==> src/rtl/descrambler_frame_ctrl.sv <==
// Frame sequencer for the 16-bit I/Q descrambler: LFSR reseed per frame, sample gating, output FIFO.
// Optional statistics counters (stat_frames, stat_drops) when DSC_CTRL_STATS_EN is defined.
module descrambler_frame_ctrl #(
  parameter int LEN_W      = 16,
  parameter int FIFO_DEPTH = 4,
  parameter int DS_LAT     = 1
) (
  input  logic             clk,
  input  logic             rst_n,
  input  logic [LEN_W-1:0] cfg_frame_len,
  input  logic             cfg_start,
  input  logic             cfg_abort,
  input  logic             s_valid,
  output logic             s_ready,
  input  logic             s_sof,
  input  logic [15:0]      s_data,
  output logic             ds_seed_load,
  output logic             ds_en,
  output logic [15:0]      ds_inp,
  input  logic [15:0]      ds_outp,
  input  logic             ds_valid,
  output logic             m_valid,
  input  logic             m_ready,
  output logic [15:0]      m_data,
  output logic             m_last,
  output logic             busy,
  output logic             frame_done,
  output logic             err_sof
`ifdef DSC_CTRL_STATS_EN
  ,
  output logic [15:0]      stat_frames,
  output logic [15:0]      stat_drops
`endif
);

  // state    | meaning
  // IDLE     | disarmed, waiting for cfg_start
  // WAIT_SOF | accepting and dropping samples until one carries s_sof
  // SEED     | descrambler reloading; held SOF sample is enabled this cycle
  // RUN      | mid-frame, one descrambler enable per accepted sample
  typedef enum logic [1:0] {IDLE, WAIT_SOF, SEED, RUN} state_t;

  localparam int PTR_W = (FIFO_DEPTH > 1) ? $clog2(FIFO_DEPTH) : 1;
  localparam int CNT_W = $clog2(FIFO_DEPTH + 1);
  localparam int IF_W  = $clog2(DS_LAT + 1);

  state_t             state, state_nxt;
  logic [LEN_W-1:0]   frame_len, cnt, cnt_inc;
  logic [15:0]        sof_hold;
  logic [DS_LAT-1:0]  en_pipe, last_pipe;
  logic [IF_W-1:0]    inflight;
  logic [CNT_W:0]     occ;
  logic               space, last_hit, use_hold, push, pop;
  logic [PTR_W-1:0]   wr_ptr, rd_ptr;
  logic [CNT_W-1:0]   fifo_count;
  logic [15:0]        mem_data [FIFO_DEPTH];
  logic               mem_last [FIFO_DEPTH];

  // Results still inside the descrambler must already own a FIFO slot.
  always_comb begin
    inflight = '0;
    for (int i = 0; i < DS_LAT; i++) inflight = inflight + IF_W'(en_pipe[i]);
    occ   = {1'b0, fifo_count} + (CNT_W+1)'(inflight);
    space = (occ <= (CNT_W+1)'(FIFO_DEPTH - 1));
  end

  assign cnt_inc  = (state == SEED) ? LEN_W'(1) : cnt + LEN_W'(1);
  assign last_hit = (cnt_inc == frame_len);

  always_comb begin
    state_nxt    = state;
    s_ready      = 1'b0;
    ds_en        = 1'b0;
    ds_seed_load = 1'b0;
    use_hold     = 1'b0;
    case (state)
      IDLE: if (cfg_start && cfg_frame_len != '0) state_nxt = WAIT_SOF;
      WAIT_SOF: begin
        s_ready = space;
        if (s_valid && space && s_sof) begin
          ds_seed_load = 1'b1;
          state_nxt    = SEED;
        end
      end
      SEED: begin
        ds_en     = 1'b1;
        use_hold  = 1'b1;
        state_nxt = last_hit ? WAIT_SOF : RUN;
      end
      RUN: begin
        s_ready = space;
        if (s_valid && space) begin
          ds_en = 1'b1;
          if (last_hit) state_nxt = WAIT_SOF;
        end
      end
      default: state_nxt = IDLE;
    endcase
    if (cfg_abort) begin
      state_nxt    = IDLE;
      s_ready      = 1'b0;
      ds_en        = 1'b0;
      ds_seed_load = 1'b0;
    end
  end

  assign ds_inp     = ds_en ? (use_hold ? sof_hold : s_data) : 16'h0000;
  assign frame_done = ds_en & last_hit;
  assign busy       = (state != IDLE);

  always_ff @(posedge clk or negedge rst_n) begin
    if (!rst_n) begin
      state     <= IDLE;
      frame_len <= '0;
      cnt       <= '0;
      sof_hold  <= '0;
      err_sof   <= 1'b0;
      en_pipe   <= '0;
      last_pipe <= '0;
    end else begin
      state <= state_nxt;
      if (state == IDLE && cfg_start && !cfg_abort) begin
        frame_len <= cfg_frame_len;
        err_sof   <= 1'b0;
      end
      if (cfg_abort) cnt <= '0;
      else if (ds_en) cnt <= last_hit ? '0 : cnt_inc;
      if (ds_seed_load) sof_hold <= s_data;
      if (state == RUN && ds_en && s_sof) err_sof <= 1'b1;
      if (cfg_abort) begin
        en_pipe   <= '0;
        last_pipe <= '0;
      end else begin
        en_pipe   <= (en_pipe << 1) | DS_LAT'(ds_en);
        last_pipe <= (last_pipe << 1) | DS_LAT'(frame_done);
      end
    end
  end

  // Only results tied to a live enable are stored; aborted ones fall on the floor.
  assign push    = ds_valid & en_pipe[DS_LAT-1];
  assign m_valid = (fifo_count != '0);
  assign pop     = m_valid & m_ready;
  assign m_data  = mem_data[rd_ptr];
  assign m_last  = mem_last[rd_ptr];

  always_ff @(posedge clk or negedge rst_n) begin
    if (!rst_n) begin
      wr_ptr     <= '0;
      rd_ptr     <= '0;
      fifo_count <= '0;
      for (int i = 0; i < FIFO_DEPTH; i++) begin
        mem_data[i] <= '0;
        mem_last[i] <= 1'b0;
      end
    end else if (cfg_abort) begin
      wr_ptr     <= '0;
      rd_ptr     <= '0;
      fifo_count <= '0;
    end else begin
      if (push) begin
        mem_data[wr_ptr] <= ds_outp;
        mem_last[wr_ptr] <= last_pipe[DS_LAT-1];
        wr_ptr           <= wr_ptr + PTR_W'(1);
      end
      if (pop) rd_ptr <= rd_ptr + PTR_W'(1);
      if (push && !pop) fifo_count <= fifo_count + CNT_W'(1);
      else if (pop && !push) fifo_count <= fifo_count - CNT_W'(1);
    end
  end

`ifdef DSC_CTRL_STATS_EN
  logic drop;
  assign drop = (state == WAIT_SOF) && s_valid && s_ready && !s_sof;

  always_ff @(posedge clk or negedge rst_n) begin
    if (!rst_n) begin
      stat_frames <= '0;
      stat_drops  <= '0;
    end else begin
      if (frame_done) stat_frames <= stat_frames + 16'd1;
      if (drop && stat_drops != 16'hFFFF) stat_drops <= stat_drops + 16'd1;
    end
  end
`endif

endmodule

==> config.mk <==
export PLATFORM = sky130hd
export DESIGN_NAME = descrambler_frame_ctrl
export DESIGN_NICKNAME = d
export VERILOG_FILES = /design/src/rtl/descrambler_frame_ctrl.sv
export SDC_FILE = /design/constraint.sdc
export NUM_CORES = 1
export LEC_CHECK = 0
export CAP_MARGIN = 20
export CORE_MARGIN = 2
export CORE_UTILIZATION = 55
export CTS_CLUSTER_DIAMETER = 150
export DETAILED_ROUTE_END_ITERATION = 6
export PLACE_DENSITY_LB_ADDON = 0.3
export SYNTH_ARGS = -nofsm -noshare
export SYNTH_HDL_FRONTEND = slang
export SYNTH_SLANG_ARGS = --single-unit
export TNS_END_PERCENT = 50
==> constraint.sdc <==
create_clock -name clk -period 6.99 [get_ports clk]
set_input_delay 1.0485 -clock clk [delete_from_list [all_inputs] [get_ports clk]]
set_output_delay 1.0485 -clock clk [all_outputs]
set_load 0.01 [all_outputs]
==> results <==
- Measured along the x axis, the die boundary spans ~110 µm.
- After technology mapping, the gate count stands at ~590.
- From synthesis to final layout, the design area changed by 24.0%.
- After synthesis, the cell types taking the most area are sky130_fd_sc_hd__dfrtp_1 (48%), sky130_fd_sc_hd__mux2_2 (14%), sky130_fd_sc_hd__mux4_2 (5.7%).
- The highest net fanout along the worst path is 47.
- Adding up every negative setup slack in the final design gives 0 ps.
- The area share of and/or/nand/nor cells after synthesis is roughly 15%.
- The synthesized design contains between 100 and 150 register bits.
- Clock tree synthesis found a total of roughly 130 sinks.
- STA classifies the critical path endpoint as an output pin.
- In this run the clock root is driven by a sky130_fd_sc_hd__clkbuf_16.
- The number of enable-type register cells in the synthesized netlist is 0.
- At the pin with the least slew margin, the transition time is 1080 ps.
- Pin placement for this block handled between 90 and 100 I/O pins.
- The number of placed instances, taps included, is roughly 800.
- The total setup buffers inserted after CTS is 0.
- TritonCTS built the clock tree.
- Routability-driven placement finished with a final weighted congestion of between 0.8 and 0.9.
- The worst max-slew margin expressed relative to the limit is around 28%.
- Across all hold checks on the routed design, the worst slack comes to 435 ps.
- Clock-pin slew was measured on the worst setup and hold paths at around 50 ps.
- The first routing iteration left around 360 violations.
- The ratio of final minimum period to clock period is ~79%.
- In this run the power spent charging and discharging nets is between 0.5 and 0.6 mW.
- The final hold violation count was 0.
- The hold buffer count at CTS is 0.
- The utilization of the core after routing is 69.8%.
- Once routing completed, OpenROAD measured the worst setup slack at between 1000 and 1500 ps.
- The category of the most critical setup path is reg -> out.
- The routed wire length per instance is between 15 and 20 µm.
- The floorplan step defined a die boundary enclosing 13100 µm².
- The power consumption is 2.26 mW.
- Setup repair after global routing left no endpoint under its margin.
- The number of design rule violations left after detail routing is 0.
- The met1 wire length is between 6000 and 7000 µm.
- The length of the first detailed-routing pass in iterations is 6.
- The longest clock path from root to sink contains 2 buffers.
- In the detailed route, the total length drawn on met2 is between 7000 and 8000 µm.
- The number of setup violations in the final report is 0.
- The placed instances occupy a cell area of about 7700 µm².
- A synthesized cell averages about 11 µm².
- The proportion of synthesized flip-flops having asynchronous set or reset is between 90% and 100%.
- The final net count is ~740.
- Wires add up to roughly 15000 µm.
- The arithmetic-cell share of the synthesized area counting full adders, half adders and majority gates is about 2.2%.
- The power per cell area is 270 nW/µm².
- The clock insertion delay at the later pin of the skew report is around 420 ps.
- The count of max-cap constraint violations is 0.
- Summed over all instances, the cell type with the most area after synthesis is sky130_fd_sc_hd__dfrtp_1.
- The type of the most critical hold path is in -> async.
- The sum of met3 wire segment lengths after detailed routing is 758 µm.
- In this run, post-CTS repair resized a total of 0 instances.
- In this run the vertical extent of the chip is about 110 µm.
- The number of antenna violations at the first check in global routing is 0.
- When the netlist entered floorplanning its net count stood at 655.
- The sum of overflow across all layers after global routing is 0.
- By count the netlist is led by sky130_fd_sc_hd__dfrtp_1 (128), sky130_fd_sc_hd__mux2_2 (85), sky130_fd_sc_hd__nand2_1 (77), sky130_fd_sc_hd__nor2_1 (34), sky130_fd_sc_hd__clkbuf_1 (21).
- The required time at the worst-slack endpoint is slightly below 6000 ps.
- The slack of the worst reg-to-reg path is approximately 2900 ps.
- The starting density of the core is a little under three fifths.
- The analysis attributes to cell leakage a power of 3.70 nW.
- The fraction of the mapped netlist area in compound gates is under 10%.
- Of the cells placed in the final design, the portion with a size suffix greater than 1 is a little over a fifth.
- Data arrives at the worst endpoint at 4460 ps.
- The sequential share of the synthesized area is ~48%.
- The sequential group share of total power is about two fifths.
- The flow ran to the end, and the final reports show no timing, DRC or antenna violations.
- Of the total synthesized cell area, the portion taken by XOR and XNOR cells is around 2.7%.
- The logic gate share of total power is 19.5%.
- The worst path in the final design needs a cycle of 5510 ps, including I/O delays and setup.
- The switching power share of the total is a little over a quarter.
- The internal power is ~1.7 mW.
- After synthesis, the largest area contributor takes up 47.6% of total cell area.
- For this run, the total global-route usage over all layers was measured as 24.0%.
- The count of buffers from port buffering is 95.
- The number of rows in the core area is 40.
- Entering global routing, the biggest net connects 80 pins.
- TritonCTS created 17 clock buffers.
- The most repeated cell in the gate-level netlist after synthesis is sky130_fd_sc_hd__dfrtp_1.
- The count of final max-slew check failures is 0.
- The highest routed metal layer is met4.
- The largest voltage drop on the vdd net is about 0.22 mV.
- The final cell count without fillers is 829.
- The global-route wire length before repair is approximately 25000 µm.
- Prior to clock tree synthesis, the placed netlist has a worst setup slack of 2010 ps.
- The cell area after technology mapping is 6730 µm².
- For this run, the top clock speed supported by timing is between 0.15 and 0.2 GHz.
- The via count of the first global-routing pass was slightly above 5000.
- After synthesis, the share of cell area in mux cells is a little under a quarter.
- Synthesis instantiated 67 different standard cells from the library.
- The total half-perimeter wirelength after legalization and detailed placement is between 10000 and 15000 µm.
- The number of routed nets with antenna violations is 0.
- The Yosys warning count is 0.
- The clock arrives with roughly 6.6 ps of skew.
- The total number of vias is approximately 5000.
- The number of levels in the clock H-tree is 4.
- The repair_antennas step left the layout with diodes totalling 0.
- The most used flip-flop cell after synthesis is sky130_fd_sc_hd__dfrtp_1.
- In this run, the clock network consumes between 30 and 40% of the power.
- The routed via count divided by cell count is 6.02.
- STA classifies the critical path startpoint as a flip-flop.
- After synthesis, the largest family of logic cells by area is multiplexers.
- The region available for standard cell placement spans roughly 12000 µm².
- Once layout is done, the placed cells without fillers occupy around 8300 µm².
-- worst max-delay path, cell delays in order, from the launching register on --
cell and delay (ps):
sky130_fd_sc_hd__dfrtp_1 430, sky130_fd_sc_hd__inv_1 120, sky130_fd_sc_hd__ha_2 910, sky130_fd_sc_hd__inv_1 360
sky130_fd_sc_hd__o211a_1 210, sky130_fd_sc_hd__or3_1 330, sky130_fd_sc_hd__a21oi_1 180, sky130_fd_sc_hd__and3b_1 200
sky130_fd_sc_hd__nand4b_2 450, sky130_fd_sc_hd__nor2_1 260, sky130_fd_sc_hd__clkdlybuf4s50_1 580
-- power by group through the flow --
stage	Combinational (mW)	Sequential, mW	Clock, mW
floorplan	0.296	0.896	0
global placement	0.424	0.923	0
detailed placement	0.438	0.931	0
CTS	0.442	0.918	0.909
global route	0.485	0.930	0.948
finish	0.439	0.919	0.897
-- layout make-up --
type,instances,area (µm²)
fillers,873,3610
multi-input cells,408,3310
flip-flops and latches,128,3200
repair buffers,99,998
clock buffers,22,464
well taps,147,184
clock inverters,9,133
inverters,16,60.1
-- layout by cell type, fill, tap and decap left out, types with 10 or more instances in the layout --
master and instances:
sky130_fd_sc_hd__inv_1 14, sky130_fd_sc_hd__mux2i_1 19, sky130_fd_sc_hd__nand3_1 10, sky130_fd_sc_hd__clkdlybuf4s50_1 94, sky130_fd_sc_hd__mux4_2 17, sky130_fd_sc_hd__nor2_1 34
sky130_fd_sc_hd__xnor2_1 10, sky130_fd_sc_hd__nor3_1 11, sky130_fd_sc_hd__clkbuf_16 17, sky130_fd_sc_hd__nand2_1 77, sky130_fd_sc_hd__o21ai_1 10, sky130_fd_sc_hd__dfrtp_1 128
sky130_fd_sc_hd__mux2_2 85
-- final timing paths --
path | startpoint | end | depth (start not counted)
worst max-delay path | state[0] | frame_done | 10
worst max register to register | state[0] | cnt[8] | 10
min in group clk | sof_hold[6] | sof_hold[6] | 2
worst min register to register | sof_hold[6] | sof_hold[6] | 2
max in group asynchronous | rst_n | mem_data[6] | 3
worst min-delay path | rst_n | mem_data[4] | 1
-- logic make-up after synthesis --
| logic type | count (synthesis) |
|---|---|
| mux | 121 |
| xor+xnor | 19 |
| flops | 128 |
| compound gates | 65 |
| fa+ha+maj | 11 |
| simple gates | 192 |
| buf+inv | 52 |
-- registers in the layout, summed over array words and instances (netlist names) --
name / count
mem_data: 64
cnt: 16
frame_len: 16
sof_hold: 16
mem_last: 4
fifo_count: 3
rd_ptr: 2
state: 2
wr_ptr: 2
en_pipe: 1
err_sof: 1
last_pipe: 1
-- routing by layer --
layer | vias to the layer above | GRT usage, %
met5 | - | 0
met2 | 162 | 41.3
met4 | 0 | 8.05
li1 | 2284 | -
met3 | 28 | 6.83
met1 | 2518 | 29.1
Note: power is estimated with default switching activity, not from simulation.
